File: config.mk
export PLATFORM = sky130hd
export DESIGN_NAME = ctrl_fifo_buf_adc_seq
export DESIGN_NICKNAME = d
export VERILOG_FILES = /design/src/rtl/ctrl_fifo_buf_adc_seq.sv
export SDC_FILE = /design/constraint.sdc
export NUM_CORES = 1
export LEC_CHECK = 0
export ABC_AREA = 1
export BUFFER_PORTS_ARGS = -buffer_cell sky130_fd_sc_hd__clkbuf_2
export CAP_MARGIN = 20
export CORE_ASPECT_RATIO = 1.2
export CORE_MARGIN = 4
export CORE_UTILIZATION = 47
export CTS_CLUSTER_SIZE = 24
export DETAILED_ROUTE_END_ITERATION = 12
export PLACE_DENSITY = 0.86
export SLEW_MARGIN = 40
export SYNTH_ARGS = -nofsm -noshare
export SYNTH_HDL_FRONTEND = slang
export SYNTH_SLANG_ARGS = --single-unit
File: constraint.sdc
create_clock -name Clk_i -period 1.8 [get_ports Clk_i]
set_clock_uncertainty 0.05 [all_clocks]
set_input_delay 0.36 -clock Clk_i [delete_from_list [all_inputs] [get_ports Clk_i]]
set_output_delay 0.36 -clock Clk_i [all_outputs]
set_load 0.1 [all_outputs]
File: src/rtl/ctrl_fifo_buf_adc_seq.sv
// Sequenced ADC-to-FIFO capture controller: frame-gated writes, threshold/drain reads.
// Optional sample decimation is built when CTRL_FIFO_ADC_DECIM_EN is defined.
module ctrl_fifo_buf_adc_seq #(
  parameter int COUNT_W     = 11,
  parameter int LEN_W       = 16,
  parameter int READ_THRESH = 256,
  parameter int DECIM_W     = 8
) (
  input  logic               Clk_i,
  input  logic               Rst_i,
  input  logic               Start_i,
  input  logic               Stop_i,
  input  logic [LEN_W-1:0]   FrameLen_i,
  input  logic [DECIM_W-1:0] Decim_i,
  input  logic               AdcValid_i,
  input  logic               FifoFull_i,
  input  logic               FifoEmpty_i,
  input  logic [COUNT_W-1:0] FifoCount_i,
  input  logic               StreamReady_i,
  output logic               FifoWriteEn_o,
  output logic               FifoReadEn_o,
  output logic               LastRead_o,
  output logic [LEN_W-1:0]   SampleCnt_o,
  output logic               Overflow_o,
  output logic               Busy_o,
  output logic               Done_o
);

  typedef enum logic [1:0] {
    IDLE    = 2'd0,
    CAPTURE = 2'd1,
    DRAIN   = 2'd2,
    DONE    = 2'd3
  } state_t;

  localparam logic [COUNT_W-1:0] THRESH = COUNT_W'(READ_THRESH);

  state_t             state_r;
  state_t             stateNext_s;
  logic [LEN_W-1:0]   frameLen_r;
  logic [LEN_W-1:0]   sampleCnt_r;
  logic               overflow_r;
  logic               done_r;
  logic               keep_s;
  logic               accept_s;
  logic               writeEn_s;
  logic               readEn_s;
  logic               lastRead_s;
  logic               busy_s;
  logic               startIdle_s;

  assign startIdle_s = (state_r == IDLE) & Start_i;

`ifdef CTRL_FIFO_ADC_DECIM_EN
  logic [DECIM_W-1:0] decimCnt_r;

  // Decimation phase: counts every valid in CAPTURE, wraps after reaching Decim_i
  always_ff @(posedge Clk_i) begin
    if (Rst_i) begin
      decimCnt_r <= '0;
    end else if (startIdle_s) begin
      decimCnt_r <= '0;
    end else if ((state_r == CAPTURE) && AdcValid_i) begin
      if (decimCnt_r == Decim_i) begin
        decimCnt_r <= '0;
      end else begin
        decimCnt_r <= decimCnt_r + DECIM_W'(1);
      end
    end
  end

  assign keep_s = (decimCnt_r == '0);
`else
  logic unusedDecim_s;
  assign unusedDecim_s = ^Decim_i;
  assign keep_s        = 1'b1;
`endif

  assign accept_s = AdcValid_i & keep_s;

  // State register
  always_ff @(posedge Clk_i) begin
    if (Rst_i) begin
      state_r <= IDLE;
    end else begin
      state_r <= stateNext_s;
    end
  end

  // Next-state decode and raw strobes
  always_comb begin
    stateNext_s = state_r;
    writeEn_s   = 1'b0;
    readEn_s    = 1'b0;
    lastRead_s  = 1'b0;
    busy_s      = 1'b0;
    case (state_r)
      IDLE: begin
        if (Start_i) begin
          stateNext_s = CAPTURE;
        end else begin
          stateNext_s = IDLE;
        end
      end
      CAPTURE: begin
        busy_s    = 1'b1;
        writeEn_s = accept_s & ~FifoFull_i;
        readEn_s  = StreamReady_i & ~FifoEmpty_i & (FifoCount_i >= THRESH);
        // The write that completes a bounded frame still lands before draining
        if (Stop_i || (writeEn_s && (frameLen_r != '0) &&
                       (sampleCnt_r == frameLen_r - LEN_W'(1)))) begin
          stateNext_s = DRAIN;
        end else begin
          stateNext_s = CAPTURE;
        end
      end
      DRAIN: begin
        busy_s     = 1'b1;
        readEn_s   = StreamReady_i & ~FifoEmpty_i;
        lastRead_s = readEn_s & (FifoCount_i == COUNT_W'(1));
        if (FifoEmpty_i) begin
          stateNext_s = DONE;
        end else begin
          stateNext_s = DRAIN;
        end
      end
      DONE: begin
        stateNext_s = IDLE;
      end
      default: begin
        stateNext_s = IDLE;
      end
    endcase
  end

  // Latched frame length, saturating sample count and sticky overflow
  always_ff @(posedge Clk_i) begin
    if (Rst_i) begin
      frameLen_r  <= '0;
      sampleCnt_r <= '0;
      overflow_r  <= 1'b0;
    end else if (startIdle_s) begin
      frameLen_r  <= FrameLen_i;
      sampleCnt_r <= '0;
      overflow_r  <= 1'b0;
    end else if (state_r == CAPTURE) begin
      if (writeEn_s && (sampleCnt_r != {LEN_W{1'b1}})) begin
        sampleCnt_r <= sampleCnt_r + LEN_W'(1);
      end
      if (accept_s && FifoFull_i) begin
        overflow_r <= 1'b1;
      end
    end
  end

  // Completion pulse, high exactly while the FSM sits in DONE
  always_ff @(posedge Clk_i) begin
    if (Rst_i) begin
      done_r <= 1'b0;
    end else begin
      done_r <= (stateNext_s == DONE);
    end
  end

  // Strobes are forced low while reset is held, whatever the stale state
  assign FifoWriteEn_o = writeEn_s & ~Rst_i;
  assign FifoReadEn_o  = readEn_s & ~Rst_i;
  assign LastRead_o    = lastRead_s & ~Rst_i;
  assign Busy_o        = busy_s & ~Rst_i;
  assign SampleCnt_o   = sampleCnt_r;
  assign Overflow_o    = overflow_r;
  assign Done_o        = done_r;

endmodule

==> impl_metrics.env <==
export IMPL_status="complete, but fails checks"
export IMPL_violations="negative setup slack"
export IMPL_cts_hold_buf=0
export IMPL_crit_type="register to output pin"
export IMPL_rsz0062_at_grt="yes"
export IMPL_htreeDepth=2
export IMPL_tightest_slew_ns=0.552
export IMPL_power_mw=2.11
export IMPL_hp_class="input pin to register"
export IMPL_slew_viol_final=0
export IMPL_diodes=0
export IMPL_place_area_um2=2870
export IMPL_portBuffers=56
export IMPL_synth_avg_cell_area_um2=6.26
export IMPL_grt_overflow_total=0
export IMPL_start_kind="register"
export IMPL_cts_root_buf="clkbuf_8"
export IMPL_synth_edff_count=0
export IMPL_crit_fanout=3
export IMPL_switching_power_mw=0.716
export IMPL_grt_pass1_vias=2527
export IMPL_num_vias=2697
export IMPL_ios=65
export IMPL_critical_path_required_ns=1.39
export IMPL_drc=0
export IMPL_yosysTopAreaCell="dfxtp_1"
export IMPL_dr_max_layer_used="met4"
export IMPL_dieWidth_um=71.6
export IMPL_reg2reg_from="frameLen_r[0]$_SDFFE_PP0P_"
export IMPL_p_int_mw=1.39
export IMPL_cp_end_kind="output pin"
export IMPL_grt_pass1_wl_mm=10.7
export IMPL_relSlewSlack_pct=63.3
export IMPL_initial_core_util_pct=49.2
export IMPL_clk_path_buf_depth=2
export IMPL_grt_max_degree=25
export IMPL_synth_nets=413
export IMPL_ys_types=28
export IMPL_drive_gt1_share_pct=36.7
export IMPL_setup_ws_ns=-0.0749
export IMPL_leakagePower_nw=1.51
export IMPL_r2r_cells=17
export IMPL_fillers=318
export IMPL_clock_power_share_pct=28.0
export IMPL_clkTransAtPathRegs_ns=0.07
export IMPL_syn_inst=364
export IMPL_hold_worst_slack_ns=0.279
export IMPL_dr_wl_met3_um=353
export IMPL_holdPathStages=3
export IMPL_ys_seq_area_share_pct=31.6
export IMPL_synth_area_leaders="dfxtp_1 (32%), nand2_1 (15%), nor2_1 (9.4%)"
export IMPL_synthArstFlopShare_pct=0
export IMPL_ys_seq_elements=36
export IMPL_cts_sinks=36
export IMPL_setup_viol=5
export IMPL_final_area_um2=3280
export IMPL_syn_to_final_growth_pct=43.8
export IMPL_via_per_inst=5.31
export IMPL_tns_ns=-0.246
export IMPL_regToRegEndpoint="state_r[0]$_SDFF_PP0_"
export IMPL_wl_met1_mm=2.65
export IMPL_crit_path_start="state_r[1]$_SDFF_PP0_"
export IMPL_vdd_ir_drop_max_mv=0.638
export IMPL_power_frac_comb_pct=30.3
export IMPL_place_ws_ns=-0.0796
export IMPL_worst_r2r_setup_slack_ns=-0.07
export IMPL_cp_data_arrival_time_ns=1.46
export IMPL_drt_first_pass_iters=4
export IMPL_drt_initial_drc_count=281
export IMPL_hold_violations=0
export IMPL_post_drt_wl_per_cell_um=14.0
export IMPL_clkLatencyLatePin_ns=0.29
export IMPL_fmax_mhz=533
export IMPL_final_min_clock_period_ns=1.87
export IMPL_period_share_pct=104
export IMPL_core_um2=4630
export IMPL_synth_top_cell_area_share_pct=31.6
export IMPL_pwr_share_seq_pct=41.7
export IMPL_power_density_nw_per_um2=643
export IMPL_grtUsageTotal_pct=21.5
export IMPL_rows=27
export IMPL_antenna_found_initial=0
export IMPL_fin_nets=498
export IMPL_globalplace_congestion=0.874
export IMPL_ys_warn_count=0
export IMPL_cts_tree="done"
export IMPL_finalWirelength_mm=7.09
export IMPL_dr_wl_met2_mm=3.95
export IMPL_p_sw_share_pct=34.0
export IMPL_dp_hpwl_mm=4.87
export IMPL_cap_viol_max_count=0
export IMPL_worstHoldStart="FrameLen_i[12]"
export IMPL_dieArea_um2=6030
export IMPL_min_to="frameLen_r[12]$_SDFFE_PP0P_"
export IMPL_antenna_left=0
export IMPL_mappedNetlistArea_um2=2280
export IMPL_ys_flop_type="dfxtp_1"
export IMPL_cts_buffers=5
export IMPL_die_h_um=84.3
[flip-flops by register name, indices dropped and copies added, names as in the netlist]
| name | cells |
|---|---|
| Overflow_o | 1 |
| Done_o | 1 |
| SampleCnt_o | 16 |
| state_r | 2 |
| frameLen_r | 16 |
[per-layer routing]
metal  up-vias  global-route usage [%]
li1       1337                       -
met1      1259                    22.9
met2        85                    41.6
met3        16                    4.31
met4         0                    6.15
met5         -                       0
[cells in the final DEF, fill, tap and decap left out, drive strengths merged]
| cell type | n |
|---|---|
| nand3 | 22 |
| nand3b | 2 |
| xnor2 | 3 |
| o21ai | 32 |
| buf | 30 |
| nand4 | 4 |
| dfxtp | 36 |
| xor2 | 5 |
| nand2 | 93 |
| inv | 50 |
| nor3 | 7 |
| ha | 6 |
| nor4b | 2 |
| o31ai | 1 |
| clkbuf | 60 |
| a21o | 1 |
| a21oi | 26 |
| nor2 | 68 |
| nor4 | 1 |
| or4 | 1 |
[through the flow]
stage | utilization (%) | cells
final | 70.8 | 508
after global routing | 70.8 | 508
after CTS | 65.6 | 496
after detailed placement | 62.0 | 486
after global placement | 62.0 | 486
after floorplan | - | 364
[cell type report]
cell class,instances,area [um2],area share (%)
Timing Repair Buffer,82,554,16.9
Tap cell,58,72.6,2.22
Inverter,50,198,6.04
Multi-Input combinational cell,274,1580,48.3
Sequential cell,36,779,23.8
Clock buffer,8,90.1,2.75
[worst max path at each step]
stage                                  to  slack [ns]  cells after the start
floorplan                    FifoReadEn_o       -0.41                      6
global placement    state_r[0]$_SDFF_PP0_       0.009                     17
detailed placement      Done_o$_SDFF_PP0_       -0.08                     13
CTS                            LastRead_o       -0.04                      5
global route        state_r[0]$_SDFF_PP0_       -0.22                     15
finish                       FifoReadEn_o       -0.07                      7
[power groups by stage]
stage	Combinational (mW)	Sequential, mW	Clock (mW)
floorplan	0.372	0.886	0
global placement	0.510	0.886	0
detailed placement	0.529	0.888	0
CTS	0.561	0.870	0.592
global route	0.714	0.884	0.623
finish	0.639	0.879	0.590
[kinds of logic after synthesis]
logic type	count (synthesis)	share of synthesized area (%)
DFF	36	31.6
xor gates and xnor gates	8	3.08
and+or+nand+nor	200	39.4
adders and majority gates	6	3.29
buffers and inverters	54	9.06
AOI/OAI and AO/OA	60	13.6
[worst max-delay path, cell delays in order (launching register included)]
cell	delay (ns)
dfxtp_4	0.38
inv_6	0.05
ha_4	0.25
inv_2	0.03
nor2_4	0.10
nand2_2	0.07
nor2_4	0.11
buf_12	0.18
[what timing repair did]
action                                  4_1_cts  5_1_grt
pin swaps                                     6       19
buffers inserted                              2       12
endpoints found under the setup margin        5       11
resized for setup                            18       41
[synthesized netlist by cell type (2+ instances only)]
master and n:
dfxtp_1 36, inv_2 3, nand2_2 3, clkbuf_1 3
nand3b_1 2, inv_1 47, ha_1 6, a21oi_1 25
nor2_1 57, nand3_2 3, xor2_1 5, nor2_4 3
xnor2_1 3, nand2_1 90, nor4b_1 2, nor2_2 8
nand3_1 19, nor3_1 6, nand4_1 4, o21ai_0 31
No activity file was read; power rests on OpenSTA's default activity.
